### src/rtl/parity_acc.sv
// parity_acc: XOR-accumulates the beats of each input packet and presents the
// folded word, its parity, the beat count and an overflow flag as one result.
// Only one side of the block is open at a time. Beats are accepted in ACC, and
// the result is held in HOLD until the consumer takes it.
module parity_acc #(
    parameter int unsigned WIDTH = 8,
    parameter int unsigned CNT_W = 4,
    parameter int unsigned ODD   = 0
) (
    input  logic             clk,
    input  logic             rst_n,
    input  logic             s_valid,
    output logic             s_ready,
    input  logic [WIDTH-1:0] s_data,
    input  logic             s_last,
    output logic             m_valid,
    input  logic             m_ready,
    output logic [WIDTH-1:0] m_word,
    output logic             m_parity,
    output logic [CNT_W-1:0] m_beats,
    output logic             m_ovf
);

    localparam logic             ODD_BIT = 1'(ODD);
    localparam logic [CNT_W-1:0] CNT_MAX = '1;

    typedef enum logic [1:0] {
        IDLE = 2'd0,
        ACC  = 2'd1,
        HOLD = 2'd2
    } state_e;

    state_e             state_q, state_d;
    logic [WIDTH-1:0]   acc_q, acc_d;
    logic [CNT_W-1:0]   cnt_q, cnt_d;
    logic               ovf_q, ovf_d;
    logic               s_ready_q, s_ready_d;
    logic               m_valid_q, m_valid_d;
    logic               accept;

    // A beat is taken only while the registered ready is high (i.e. in ACC).
    assign accept = s_valid && s_ready_q;

    // Next state and datapath. The count saturates instead of wrapping, so a
    // zero count reliably marks the first beat of a packet.
    always_comb begin
        state_d   = state_q;
        acc_d     = acc_q;
        cnt_d     = cnt_q;
        ovf_d     = ovf_q;
        s_ready_d = 1'b0;
        m_valid_d = 1'b0;

        unique case (state_q)
            // Reset is released between edges, so the first edge after release
            // is a clean edge on which IDLE steps to ACC.
            IDLE: state_d = ACC;
            ACC: begin
                if (accept) begin
                    acc_d = (cnt_q == '0) ? s_data : (acc_q ^ s_data);
                    if (cnt_q == CNT_MAX) begin
                        ovf_d = 1'b1;
                    end else begin
                        cnt_d = cnt_q + CNT_W'(1);
                    end
                    if (s_last) begin
                        state_d = HOLD;
                    end
                end
            end
            HOLD: begin
                if (m_ready) begin
                    state_d = ACC;
                    acc_d   = '0;
                    cnt_d   = '0;
                    ovf_d   = 1'b0;
                end
            end
            default: state_d = IDLE;
        endcase

        s_ready_d = (state_d == ACC);
        m_valid_d = (state_d == HOLD);
    end

    // State, datapath and handshake registers, cleared asynchronously.
    always_ff @(posedge clk or negedge rst_n) begin
        if (!rst_n) begin
            state_q   <= IDLE;
            acc_q     <= '0;
            cnt_q     <= '0;
            ovf_q     <= 1'b0;
            s_ready_q <= 1'b0;
            m_valid_q <= 1'b0;
        end else begin
            state_q   <= state_d;
            acc_q     <= acc_d;
            cnt_q     <= cnt_d;
            ovf_q     <= ovf_d;
            s_ready_q <= s_ready_d;
            m_valid_q <= m_valid_d;
        end
    end

    assign s_ready  = s_ready_q;
    assign m_valid  = m_valid_q;
    assign m_word   = acc_q;
    assign m_beats  = cnt_q;
    assign m_ovf    = ovf_q;
    // Parity is taken straight from the result register.
    assign m_parity = (^acc_q) ^ ODD_BIT;

endmodule
### config.mk
export PLATFORM = sky130hd
export DESIGN_NAME = parity_acc
export DESIGN_NICKNAME = d
export VERILOG_FILES = /design/src/rtl/parity_acc.sv
export SDC_FILE = /design/constraint.sdc
export NUM_CORES = 1
export LEC_CHECK = 0
export ABC_AREA = 1
export CAP_MARGIN = 25
export CORE_ASPECT_RATIO = 1.75
export CORE_MARGIN = 8
export CORE_UTILIZATION = 50
export CTS_BUF_LIST = sky130_fd_sc_hd__clkbuf_16
export DETAILED_ROUTE_END_ITERATION = 10
export HOLD_SLACK_MARGIN = 0.06
export PLACE_DENSITY_LB_ADDON = 0.2
export SYNTH_ARGS = -nofsm -noshare
export SYNTH_HDL_FRONTEND = slang
export SYNTH_SLANG_ARGS = --single-unit
### constraint.sdc
create_clock -name clk -period 2.2 [get_ports clk]
set_input_delay 0.33 -clock clk [delete_from_list [all_inputs] [get_ports clk]]
set_output_delay 0.33 -clock clk [all_outputs]
set_load 0.1 [all_outputs]
## Word level (Yosys, flattened, before mapping)

Index checks and enable logic that the tools add are counted.
W data, S select, Z words.

| cells by class | value |
|---|---|
| $add $sub $neg | 1 |
| bitwise gates (word level) | 1 |
| multiplexer cells | 16 |
| eq/ne operators | 9 |
| reduce and logical (&&, ||, !) cells | 8 |

Operators with widths:

| kind | number |
|---|---|
| $mux W8 | 3 |
| $pmux W8 S2 | 1 |
| $mux W4 | 3 |
| $ne A2 B2 Y1 const B | 4 |
| $pmux W4 S2 | 1 |
| $reduce_and A4 Y1 | 2 |
| $reduce_xor A8 Y1 | 1 |
| $xor A8 B8 Y8 | 1 |
| $mux W2 | 3 |
| $pmux W2 S3 | 1 |
| $add A4 B1 Y4 const B | 1 |
| $eq A2 B1 Y1 const B | 2 |
| $eq A2 B2 Y1 const B | 2 |
| $eq A4 B4 Y1 const B | 1 |
| $logic_not A4 Y1 | 1 |
| $mux W1 | 3 |
| $reduce_and A3 Y1 | 1 |
| $logic_not A2 Y1 | 1 |
| $pmux W1 S2 | 1 |
| $reduce_bool A2 Y1 | 1 |
| $logic_and A1 B1 Y1 | 1 |

| storage, ports and cells | value |
|---|---|
| flip-flop bits (word level) | 17 |
| output and inout port bits | 16 |
| bits of input ports | 13 |
| word-level logic and storage cells | 41 |

## Logic depth before layout (Yosys ltp)

Gate-level depths: netlist of the first run.

| depth | value |
|---|---|
| word-level depth | 4 |
| gate-level depth with buffers | 8 |
| gate-level depth less buffers | 8 |

## Worst setup path after synthesis of the first run

Ideal clock, no wire load.

| path | value |
|---|---|
| kind | register to output |
| from | reg acc_q[3] (netlist: m_word[3]) |
| to | out m_parity |
| cell stages (with the launch flop) | 7 |
| data required time | 1,870 ps |
| path buffers | 0 |
| arrival | 2,062 ps |
| slack | -192 ps |
| path through | dfrtp_1 nor2_1 nor2_1 nand2_1 nand2_1 nand2_1 nand2_1 |

| on the way | value |
|---|---|
| word-level cells in the longest chain between the ends | 1 |

RTL lines:

| element | line | source |
|---|---|---|
| start: declaration | 34 | `logic [WIDTH-1:0] acc_q, acc_d;` |
| start signal: assignment | 90 | `acc_q <= '0;` |
| start signal: assignment | 97 | `acc_q <= acc_d;` |
| $reduce_xor A8 Y1 | 111 | `assign m_parity = (^acc_q) ^ ODD_BIT;` |
| end: declaration | 19 | `output logic m_parity,` |

Every way passes these cells.

## Worst setup path in the final report of the first run

| path | value |
|---|---|
| from | reg acc_q[2] (netlist: m_word[2]) |
| to | out m_parity |

Same word-level chain as after synthesis.

==> results.ini, run 1 <==
[logic_synthesis]
ys_types = 20
syn_inst = 174
syn_area_per_cell_um2 = 6.64
synth_nets = 189
netlist_area_um2 = 1150
ys_seq_area_share_pct = 36.8
ys_warn_count = 0
ys_ff_latch = 17

[setup_path]
critPathMostFrequentCell = nand2_1
end_kind = primary output
critical_path_class = reg2out
path_cells = nand2_1 > inv_1 > nor2_1 > nand2_1 > nand2_1 > nand2_1 > nand2_1 > buf_12
required_ns = 1.87
crit_slowest_cell = dfrtp_2
arrival_ns = 1.42
worstPathMaxFanout = 5
startpoint_type = register
crit_path_max_incr_delay_ns = 0.43

[clock_network]
cts_root_buf = clkbuf_16
post-cts-setup-buffer-count = 0
clk_pin_slew_ns = 0.05
cts_resized = 0
cts.sinks = 17
clockBufferDepth = 2
cts_tree = done
ctsHoldBuffers = 0
h-tree-depth = 1
clock_latency_ns = 0.24
cts_buffers = 3

[detailed_routing]
routedWlPerCell_um = 11.0
drt-pass1-iter-count = 4
drtIter0Drc = 21
vias = 1125
postRouteAntennaNets = 0
viasPerCell = 4.87
routed_wl_um = 2550
remaining_drc_errors = 0

[final_layout]
nFillCells = 216
syn_to_final_growth_pct = 32.1
nets = 222
diodes = 0
drive_gt1_share_pct = 20.9
finalNonFillerCells = 231

[place]
place_congestion = 0.772
io_buffers = 28
place_inst = 227
hpwl_um = 2080

[grt]
grt_pass1_vias = 1157
grt_max_degree = 18
grt.overflow.total = 0
grt_use_total_pct = 13.9
grt_pass1_wl_um = 4690
grt_antenna_before_repair = 0

[floorplanning]
io_pins = 29
num_rows = 23
dieArea_um2 = 4160
start_util_pct = 51.4
coreArea_um2 = 2240
die_w_um = 52.3
die_h_um = 79.6

[sta]
maxSlewHeadroom_pct = 77.3
fmax_ghz = 0.572
final.setup_skew_ns = 0.00119
tightest_slew_ns = 0.340
tns_ns = 0
finalSetupViolCount = 0
final_max_slew_viol_count = 0
period_minus_slack_ns = 1.75
fin_crit_sh_pct = 79.4
hold_violations = 0
rsz0062_at_grt = false

[status]
status = finished clean

[flow_run]
drv_cap = 0

[min_path]
hold_class = in2async

-- path summary, 6_finish.rpt --
check	to	depth (start not counted)	from	slack, ns
max reg2reg	m_word[3]	8	m_beats[0]	0.79
min reg2reg	m_ovf	2	m_ovf	0.52
min	m_word[3]	2	rst_n	0.41
min in group clk	m_ovf	2	m_ovf	0.52
max	m_parity	8	m_word[2]	0.45
max in group asynchronous	m_word[4]	2	rst_n	1.58
-- cell families (layout without fill, tap and decap cells) --
logic type | after synthesis | count (layout) | share of synthesized area [%]
compound gates | 6 | 6 | 3.14
xor+xnor | 4 | 4 | 3.03
simple gates | 117 | 117 | 45.1
fa+ha+maj | 2 | 2 | 2.17
buf+inv | 28 | 60 | 9.75
flops | 17 | 17 | 36.8
-- metrics by stage --
stage | hold WS [ns] | cell area, µm² | utilization [%] | worst slack, ns
2_1_floorplan | 0.0344 | 1160 | - | 0.116
3_3_place_gp | 0.471 | 1450 | 64.4 | 0.679
3_5_place_dp | 0.511 | 1450 | 64.4 | 0.634
4_1_cts | 0.422 | 1530 | 67.9 | 0.429
5_1_grt | 0.449 | 1530 | 67.9 | 0.335
6_report | 0.414 | 1530 | 67.9 | 0.453
-- cell type report --
type                       count  area (µm²)  share of cell area (%)
tap                           25        31.3                    2.05
clock buffer                   3        75.1                    4.92
multi-input combinational    129         617                    40.4
clock inverter                 1        5.00                   0.328
timing repair buffer          29         260                    17.1
sequential                    17         435                    28.5
inverter                      27         101                    6.64
-- cell usage in the layout (no fill, tap or decap), drive strengths merged --
master and n:
clkbuf 3, dfrtp 17, o21ai 1, o22ai 2, inv 27, nand2 88, nor2 10, nand4 1
clkinv 1, a21oi 3, ha 2, xnor2 1, xor2 3, nand3 18, buf 17, clkdlybuf4s50 12
-- critical path: cells and delay by family, from the launching register on --
family	cells	cell delay [ns]
simple gates	6	0.52
buf+inv	2	0.22
flops	1	0.43
-- state kept, by name, summed over array words and instances (netlist names) --
register	flops
state_q	2
m_ovf	1
m_word	8
m_beats	4
m_valid	1
s_ready	1
-- per-layer routing --
metal  vias up  GRT usage (%)  wire (µm)
met1       509           14.8        937
met4         0           5.21         36
met2        19           25.3       1480
li1        592              -          -
met3         5           2.80        101
met5         -              0          0
-- synthesized netlist by cell type --
cell / n / share of area, %
nor2_8: 1 / 1.7
inv_1: 24 / 7.8
nand2_1: 83 / 27
xnor2_1: 1 / 0.76
o22ai_1: 2 / 1.1
nand2_2: 3 / 1.6
nand4_1: 1 / 0.54
buf_6: 1 / 0.98
nor2_2: 2 / 1.1
inv_2: 3 / 0.98
a21oi_1: 3 / 1.3
nand3_2: 1 / 0.87
nand2_4: 2 / 2.0
ha_1: 2 / 2.2
dfrtp_1: 17 / 37
o21ai_2: 1 / 0.76
nor2_4: 1 / 0.98
nor2_1: 6 / 2.0
xor2_1: 3 / 2.3
nand3_1: 17 / 7.4
Power of run 1 is not shown: default switching activity piles up to over one toggle a cycle in this logic, so the estimate is an artifact.
==> inputs of run 2 (changes only) <==
Settings changed: CORE_UTILIZATION 50 to 44.
Clock period 2.2 ns to 1.45 ns, I/O delays scaled along.
==> results.ini, run 2 (synthesis results as in run 1) <==
[status]
status = finished with violations
violations = negative setup slack

[clock_network]
cts_root_buf = clkbuf_16
h-tree-depth = 1  ; unchanged
ctsHoldBuffers = 0  ; unchanged
cts.sinks = 17  ; unchanged
clockBufferDepth = 2  ; unchanged
cts_tree = done
clk_pin_slew_ns = 0.05  ; about the same
cts_buffers = 3  ; unchanged
clock_latency_ns = 0.25  ; about the same

[setup_path]
path_cells = nor2_4 > buf_6 > nor2_4 > nand2_1 > nand2_1 > nand2_2 > nand2_8 > buf_12
worstPathMaxFanout = 4  ; -1
arrival_ns = 1.48  ; +0.06 ns
end_kind = primary output
crit_slowest_cell = dfrtp_4
crit_path_max_incr_delay_ns = 0.50  ; +0.07 ns
path_delay_family = flip-flops
required_ns = 1.23  ; -0.64 ns
crit_buf_inv = 2  ; unchanged
critical_path_class = reg2out
startpoint_type = register

[grt]
grt.overflow.total = 0  ; unchanged
grt_max_degree = 18  ; unchanged
grt_pass1_vias = 1258  ; +8.7%
grt_use_total_pct = 14.6  ; +0.69 points
grt_pass1_wl_um = 5270  ; +13%
grt_antenna_before_repair = 0  ; unchanged

[min_path]
hold_class = in2async

[detailed_routing]
postRouteAntennaNets = 0  ; unchanged
vias = 1248  ; +11%
drt-pass1-iter-count = 4  ; unchanged
viasPerCell = 4.97  ; +2.1%
remaining_drc_errors = 0  ; unchanged
routed_wl_um = 3240  ; +27%
drtIter0Drc = 25  ; +19%
routedWlPerCell_um = 12.9  ; +17%

[final_layout]
final_common_cell = nand2_1
layout_common_cells = nand2_1, inv_1, buf_4
drive_gt1_share_pct = 39.6  ; +19 points
syn_to_final_growth_pct = 72.6
nFillCells = 162  ; -25%
largest_register_ffs = 8  ; unchanged
diodes = 0  ; unchanged
nets = 241  ; +8.6%
final_core_util_pct = 80.0  ; +12 points

[sta]
hold_violations = 0  ; unchanged
fin_ws_ns = -0.249  ; -0.701 ns
holdWs_ns = 0.299  ; -0.115 ns
tightest_slew_ns = 0.366  ; +0.0259 ns
rsz0062_at_grt = true
finalSetupViolCount = 1  ; +1
tns_ns = -0.249  ; -0.249 ns
maxSlewHeadroom_pct = 75.6  ; -1.7 points
final_max_slew_viol_count = 0  ; unchanged
period_minus_slack_ns = 1.70
final.setup_skew_ns = 0.00153  ; +0.000340 ns
fmax_ghz = 0.589
fin_crit_sh_pct = 117

[floorplanning]
die_w_um = 54.7  ; +4.6%
coreArea_um2 = 2490  ; +11%
dieArea_um2 = 4580  ; +10%
die_h_um = 83.8  ; +5.3%
start_util_pct = 46.3  ; -5.1 points
io_pins = 29  ; unchanged
num_rows = 24  ; +4.3%

[flow_run]
drv_cap = 0  ; unchanged

[place]
hpwl_um = 2400  ; +15%
io_buffers = 28  ; unchanged
place_congestion = 0.779  ; +0.86%
pre_cts_ws_ns = 0.0174  ; -0.617 ns

[run 2: stage by stage]
step / instance area [µm²] / instances
global placement: 1800 / 242
floorplan: 1230 / 174
global route: 1990 / 251
detailed placement: 1800 / 242
CTS: 1910 / 248
finish: 1990 / 251
[run 2: final cells by class]
| type | instances | area (µm²) | share of cell area [%] |
|---|---|---|---|
| multi-input combinational | 129 | 716 | 35.9 |
| timing repair buffer | 48 | 598 | 30.0 |
| sequential | 17 | 467 | 23.4 |
| inverter | 27 | 101 | 5.08 |
| clock buffer | 3 | 75.1 | 3.77 |
| tap | 26 | 32.5 | 1.63 |
| clock inverter | 1 | 3.75 | 0.188 |
[run 2: worst reg2reg max path, stage by stage, from the launching register on]
cell,delay [ns]
dfrtp_4,0.46
buf_4,0.16
ha_2,0.19
nand3_2,0.07
nand2_2,0.08
nand2_2,0.09
nand2_4,0.07
nand2_1,0.06
nand2_1,0.04
[run 2: path summary, 6_finish.rpt]
kind                                 start    endpoint  slack [ns]  cells past startpoint
min in group clk                     m_ovf       m_ovf        0.54                      2
worst max register to register  m_beats[1]  m_beats[3]        0.11                      8
worst max-delay path             m_word[5]    m_parity       -0.25                      8
max in group asynchronous            rst_n   m_word[1]        0.92                      2
worst min register to register       m_ovf       m_ovf        0.54                      2
worst min-delay path                 rst_n       m_ovf        0.30                      2
[run 2: routing by layer]
layer	global-route usage (%)	vias to the layer above	share of wire (%)
met4	6.31	0	2.3
li1	-	631	-
met3	2.68	8	3.7
met2	26.3	27	58
met5	0	-	0
met1	14.7	582	36
[run 2: what timing repair did]
item / CTS / global route
setup endpoints to repair: 1 / 10
buffers inserted: 2 / 3
resized for setup: 6 / 17
pin swaps: 2 / 14
Power of run 2 is left out for the same reason.
